`src/rtl/modn_timer.sv`:
```
// Cascaded modulo-N down-counter with a run/pause/done controller for the
// countdown timer; each 4-bit digit has its own modulus taken from MODS.
module modn_timer #(
  parameter int                    DIGITS = 4,
  parameter logic [4*DIGITS-1:0]   MODS   = 16'hAA6A
) (
  input  logic                  clk,
  input  logic                  clrn,
  input  logic                  loadn,
  input  logic [4*DIGITS-1:0]   data,
  input  logic                  start,
  input  logic                  pause,
  input  logic                  en,
  output logic [4*DIGITS-1:0]   out,
  output logic                  zero,
  output logic                  tc,
  output logic                  busy,
  output logic                  paused
);

  typedef enum logic [1:0] {
    IDLE   = 2'd0,
    RUN    = 2'd1,
    PAUSED = 2'd2,
    DONE   = 2'd3
  } state_t;

  state_t                r_state;
  state_t                w_nxt_state;
  logic [4*DIGITS-1:0]   r_cnt;
  logic [4*DIGITS-1:0]   w_nxt_cnt;
  logic [4*DIGITS-1:0]   w_dec;
  logic [4*DIGITS-1:0]   w_sat;
  logic                  w_nxt_tc;
  logic                  w_cnt_nz;
  logic                  r_zero;
  logic                  r_tc;
  logic                  r_busy;
  logic                  r_paused;

  // Digit i moves only while every lower digit is 0; a digit at 0 wraps.
  function automatic logic [4*DIGITS-1:0] f_dec(input logic [4*DIGITS-1:0] v);
    logic [4*DIGITS-1:0] res;
    logic                borrow;
    logic [3:0]          d;
    logic [3:0]          m;
    res    = v;
    borrow = 1'b1;
    for (int i = 0; i < DIGITS; i++) begin
      d = v[4*i +: 4];
      m = MODS[4*i +: 4];
      if (borrow)
        res[4*i +: 4] = (d == 4'd0) ? (m - 4'd1) : (d - 4'd1);
      borrow = borrow & (d == 4'd0);
    end
    return res;
  endfunction

  function automatic logic [4*DIGITS-1:0] f_sat(input logic [4*DIGITS-1:0] v);
    logic [4*DIGITS-1:0] res;
    logic [3:0]          d;
    logic [3:0]          m;
    for (int i = 0; i < DIGITS; i++) begin
      d = v[4*i +: 4];
      m = MODS[4*i +: 4];
      res[4*i +: 4] = (d >= m) ? (m - 4'd1) : d;
    end
    return res;
  endfunction

  assign w_dec    = f_dec(r_cnt);
  assign w_sat    = f_sat(data);
  assign w_cnt_nz = (r_cnt != '0);

  always_comb begin
    w_nxt_state = r_state;
    w_nxt_cnt   = r_cnt;
    w_nxt_tc    = 1'b0;
    if (!loadn && (r_state != RUN)) begin
      w_nxt_cnt   = w_sat;
      w_nxt_state = IDLE;
    end else begin
      unique case (r_state)
        IDLE: begin
          if (start && w_cnt_nz)
            w_nxt_state = RUN;
        end
        RUN: begin
          if (pause) begin
            w_nxt_state = PAUSED;
          end else if (!w_cnt_nz) begin
            w_nxt_state = DONE;
          end else if (en) begin
            w_nxt_cnt = w_dec;
            if (w_dec == '0) begin
              w_nxt_tc    = 1'b1;
              w_nxt_state = DONE;
            end
          end
        end
        PAUSED: begin
          if (start)
            w_nxt_state = RUN;
        end
        DONE: begin
          w_nxt_state = DONE;
        end
        default: w_nxt_state = IDLE;
      endcase
    end
  end

  always_ff @(posedge clk) begin
    if (!clrn) begin
      r_state  <= IDLE;
      r_cnt    <= '0;
      r_zero   <= 1'b1;
      r_tc     <= 1'b0;
      r_busy   <= 1'b0;
      r_paused <= 1'b0;
    end else begin
      r_state  <= w_nxt_state;
      r_cnt    <= w_nxt_cnt;
      r_zero   <= (w_nxt_cnt == '0);
      r_tc     <= w_nxt_tc;
      r_busy   <= (w_nxt_state == RUN);
      r_paused <= (w_nxt_state == PAUSED);
    end
  end

  assign out    = r_cnt;
  assign zero   = r_zero;
  assign tc     = r_tc;
  assign busy   = r_busy;
  assign paused = r_paused;

endmodule
```
`config.mk`:
```
export PLATFORM = sky130hd
export DESIGN_NAME = modn_timer
export DESIGN_NICKNAME = d
export VERILOG_FILES = /design/src/rtl/modn_timer.sv
export SDC_FILE = /design/constraint.sdc
export NUM_CORES = 1
export LEC_CHECK = 0
export BUFFER_PORTS_ARGS = -buffer_cell sky130_fd_sc_hd__buf_2
export CAP_MARGIN = 10
export CORE_MARGIN = 8
export CORE_UTILIZATION = 55
export DETAILED_ROUTE_END_ITERATION = 16
export GPL_TIMING_DRIVEN = 1
export PLACE_DENSITY = 0.91
export SLEW_MARGIN = 40
export SYNTH_ARGS = -nofsm -noshare
export SYNTH_HDL_FRONTEND = slang
export SYNTH_SLANG_ARGS = --single-unit
export TNS_END_PERCENT = 100
```
`constraint.sdc`:
```
create_clock -name clk -period 6.54 [get_ports clk]
set_input_delay 0.327 -clock clk [delete_from_list [all_inputs] [get_ports clk]]
set_output_delay 0.327 -clock clk [all_outputs]
set_load 0.05 [all_outputs]
```
== Word-level counts from Yosys, hierarchy flattened ==
Cells that the tools add are included.

* Add/subtract/negate cells: 4
* Magnitude comparators: 4
* Equal/unequal tests: 6
* Muxes and demuxes: 25
* Bitwise logic cells: 6
* Reductions and logical operators: 12

{| class="wikitable"
|+ Operators by type and width
! kind !! count
|-
| 2-to-1 mux 16 bit || 5
|-
| 2-to-1 mux 4 bit || 11
|-
| logical NOT 16 bit || 2
|-
| logical NOT 4 bit || 4
|-
| nonzero test 16 bit || 1
|-
| subtractor 4 x 1 -> 4 bit (second input constant) || 4
|-
| 2-to-1 mux 2 bit || 7
|-
| >= comparator 4 bit (second input constant) || 3
|-
| case mux 2 bit (4 select lines) || 1
|-
| equality test 2 bit (second input constant) || 3
|-
| OR reduction 6 bit || 1
|-
| equality test 2 x 1 -> 1 bit (second input constant) || 2
|-
| >= comparator 4 x 3 -> 1 bit (second input constant) || 1
|-
| inverter 1 bit || 4
|-
| bitwise AND 1 bit || 2
|-
| logical AND 1 bit || 2
|-
| logical NOT 2 bit || 1
|-
| != test 2 x 1 -> 1 bit (second input constant) || 1
|-
| logical NOT 1 bit || 1
|-
| 2-to-1 mux 1 bit || 1
|}

* Register bits after elaboration: 22
* Logic and storage cells: 63

== Logic depth before layout (Yosys ltp) ==
* Word-level depth: 12
* Gate-level depth with buffers: 8
* Depth with buffers taken out: 6

== Worst setup path after synthesis ==
No wires, ideal clock.

* Kind: flip-flop to flip-flop
* Start: reg r_cnt[3], in the netlist out[3]
* End: reg r_zero, in the netlist zero
* Data arrival time: 2.652 ns
* Required time: 6.456 ns
* Path slack: 3.804 ns
* Cell stages (with the launch flop): 8
* Period minus slack after synthesis: 2.736 ns
* Cells stage by stage: dfxtp_1 -> buf_6 -> or4_4 -> nor3_4 -> a211oi_1 -> or4_1 -> or4_1 -> o31ai_2

* Word-level cells in the longest chain between the ends: 10
* Elaborated cells between the ends (all ways): 15
* Those cells by class: 1 x add/sub; 9 x mux; 2 x bitwise; 3 x reduce/logical

{| class="wikitable"
|+ RTL lines
! what !! line !! source
|-
| start, declared || 30 || <nowiki>logic [4*DIGITS-1:0] r_cnt;</nowiki>
|-
| start signal, assigned || 123 || <nowiki>r_cnt <= w_nxt_cnt;</nowiki>
|-
| parallel branches: the longest is 7 deep, another holds subtractor 4 x 1 -> 4 bit || n/a ||
|-
| 2-to-1 mux 16 bit * || 83 || <nowiki>unique case (r_state)</nowiki>
|-
| 2-to-1 mux 16 bit * || 79 || <nowiki>if (!loadn && (r_state != RUN)) begin</nowiki>
|-
| logical NOT 16 bit * || 124 || <nowiki>r_zero <= (w_nxt_cnt == '0);</nowiki>
|-
| end signal, assigned || 124 ||
|-
| end, declared || 36 || <nowiki>logic r_zero;</nowiki>
|}

Mark *: on every way between the ends.
A chain may end at the register's enable or synchronous reset.

== Worst setup path after layout ==
Ends and elaborated chain as after synthesis.

==> out/results.ini <==
[run_status]
status = completed

[sta]
fin_setup_tns_ns = 0
tightest_slew_ns = 0.8162
fin_worst_skew_ns = 0.004425
setup_viol = 0
slew_viol_final = 0
rsz0062_at_grt = no
finalHoldViolCount = 0
period_minus_slack_ns = 2.820
timing.slew.headroom_pct = 45.39
period_share_pct = 43.12
fmax_mhz = 354.6

[setup_path]
worstSetupStartpointType = register
worst-path-buf-inv = 0
cp_max_fo = 13
cp-startpoint = out[3]$_SDFF_PN0_
end_kind = register
crit_top_cell = or4_1
reg2reg_from = out[3]$_SDFF_PN0_
crit_path_max_incr_delay_ns = 0.66
cp_cell_sequence = nor4_4 -> nand3_1 -> o311a_1 -> or4_1 -> or4_1 -> o31ai_2
critical_path_required_ns = 6.77
arrival_ns = 3.06
path_delay_family = simple AND/OR/NAND/NOR gates
path_class = reg -> reg
crit_path_top_delay_cell = nor4_4

[final_layout]
layout_commonest_cell = buf_2
final_cell_mix = buf_2 (41), dfxtp_1 (22), nor2_1 (17), nor3_1 (14), inv_1 (11)
nFillCells = 225
multi_input_area_um2 = 915.9
syn_to_final_growth_pct = 16.86
instances_no_fill = 248
final_nets = 242
final_area_um2 = 1674
drive_gt1_share_pct = 24.77
final_core_util_pct = 67.58
seq_area_um2 = 440.4
antenna_cells = 0

[floorplan]
fp-row-count = 18
coreArea_um2 = 2477
fp.dieW_um = 67.04
start_util_pct = 57.83
boundaryPins = 42
dieArea_um2 = 4494
die_y_um = 67.04

[worst_hold_path]
hold_start = clrn
hp-class = in -> reg

[global_route]
grt_pass1_wl_um = 6437
grt_max_degree = 22
gr-total-overflow = 0
grt_usage_pct = 17.99
grt_pass1_vias = 1432
antenna_found_initial = 0

[synth]
synth_ff_type = dfxtp_1
synth_area_leaders = dfxtp_1 (31%), nor3_1 (4.9%), nor2_1 (4.5%), and2_1 (3.9%), inv_1 (2.9%)
syn_area_um2 = 1433
yosysSeqAreaShare_pct = 30.74
yosysTopAreaCell = dfxtp_1
synth-edff-count = 0
synth_top_area_share_pct = 30.74
syn-num-nets = 203
avgSynthCellArea_um2 = 7.915
synthXorXnorAreaFrac_pct = 1.223
synth-seq-cells = 22
synth-async-reset-ratio_pct = 0
synth-simple-area-share_pct = 36.07
postSynthCellCount = 181
synthMuxAreaShare_pct = 0.6987
yosysWarnings = 0
synth_top_family_by_area = simple AND/OR/NAND/NOR gates
yosys.area_share.adder_pct = 0
yosysUniqueCellTypes = 56
synth_compound_area_share_pct = 25.33

[place]
gp_congestion = 0.9563
dpl.cell_count = 245
dpl_cell_area_um2 = 1652
dpl.hpwl_um = 3167
io_buffer_count = 41

[drt]
m1WireLength_um = 1649
firstDrtPassIters = 5
postRouteAntennaNets = 0
drtIter0Drc = 141
wl_met2_um = 1901
topRoutingLayerUsed = met4
drcViolationCount = 0
viasPerCell = 6.464
drt_wl_total_um = 4084
num_vias = 1603
wl_met3_um = 456
routedWlPerCell_um = 16.47

[power_and_ir_drop]
power.density_cell_area_nw_per_um2 = 201.2
p_leak_nw = 0.6793
peakVddDrop_uv = 157.1

[clock_tree]
cts_buffers = 3
cts_tree = done
cts_max_level = 1
clock_sinks = 22
postCtsHoldBufs = 0
clock_path_buffers = 2
clk-insertion-delay-late_ns = 0.31
clk_pin_slew_ns = 0.11
cts_setup_buffers = 0
cts-root-buf = clkbuf_4
cts.repair.resized = 0

[run]
maxCapViolCount = 0

cell type report:
cell class              instances  area share, %
clock buffers                   3          1.345
inverters                      12          2.691
multi-input cells             139          54.71
well taps                      30          2.242
flip-flops and latches         22          26.31
repair buffers                 42          12.71
metrics by stage:
step                worst slack, ns  hold WS [ns]  power (mW)
finish                        3.720        0.2974      0.3369
global route                  3.562        0.2977      0.3566
floorplan                     3.804        0.4464      0.2458
detailed placement            3.807        0.6207      0.2769
CTS                           3.774        0.2929      0.3373
global placement              3.596        0.6130      0.2743
cells in the mapped netlist (2+ instances only):
library cell	instances
nor3b_1	5
or4_1	4
o21ai_0	8
a21oi_1	6
nor4_1	2
a41oi_1	3
nor2_1	17
inv_1	11
and3_1	3
nand4_1	4
a31oi_1	4
nand2b_1	2
o211ai_1	4
a211oi_1	2
clkbuf_1	4
nor3_1	14
nand3_1	6
and2_1	9
o311a_1	2
a311oi_1	2
buf_2	2
nand2_1	8
dfxtp_1	22
nor2b_1	2
nor4b_1	2
o21bai_1	2
nor4_2	2
registers in the layout, summed over array words and instances, names as in the netlist:
name / flops
r_state: 2
tc: 1
paused: 1
zero: 1
out: 16
busy: 1
cells by family after synthesis:
family | Yosys count
buf+inv | 20
simple gates | 87
mux | 1
compound gates | 49
flops | 22
xor+xnor | 2
power breakdown:
| group | switching [mW] | total [mW] | internal, mW |
|---|---|---|---|
| sequential | 0.0134 | 0.156 | 0.143 |
| clock | 0.0394 | 0.0609 | 0.0215 |
| combinational | 0.0804 | 0.120 | 0.0395 |
metal layers:
layer,vias to the layer above,global-route usage [%]
met3,11,4.530
met1,733,22.81
met2,93,27.96
met5,-,0
met4,0,7.833
li1,766,-
path summary, 6_finish.rpt:
| check | endpoint | cells after the start | slack, ns |
|---|---|---|---|
| max | zero$_SDFF_PN1_ | 6 | 3.72 |
| min | zero$_SDFF_PN1_ | 2 | 0.30 |
| max reg2reg | zero$_SDFF_PN1_ | 6 | 3.72 |
| min reg2reg | tc$_SDFF_PP0_ | 3 | 0.69 |
worst register-to-register path: stages (launching register included):
cell and delay [ns]:
dfxtp_1 0.43, nor4_4 0.66, nand3_1 0.19, o311a_1 0.37, or4_1 0.46, or4_1 0.43, o31ai_2 0.21
Power figures use the tool's default switching activity.
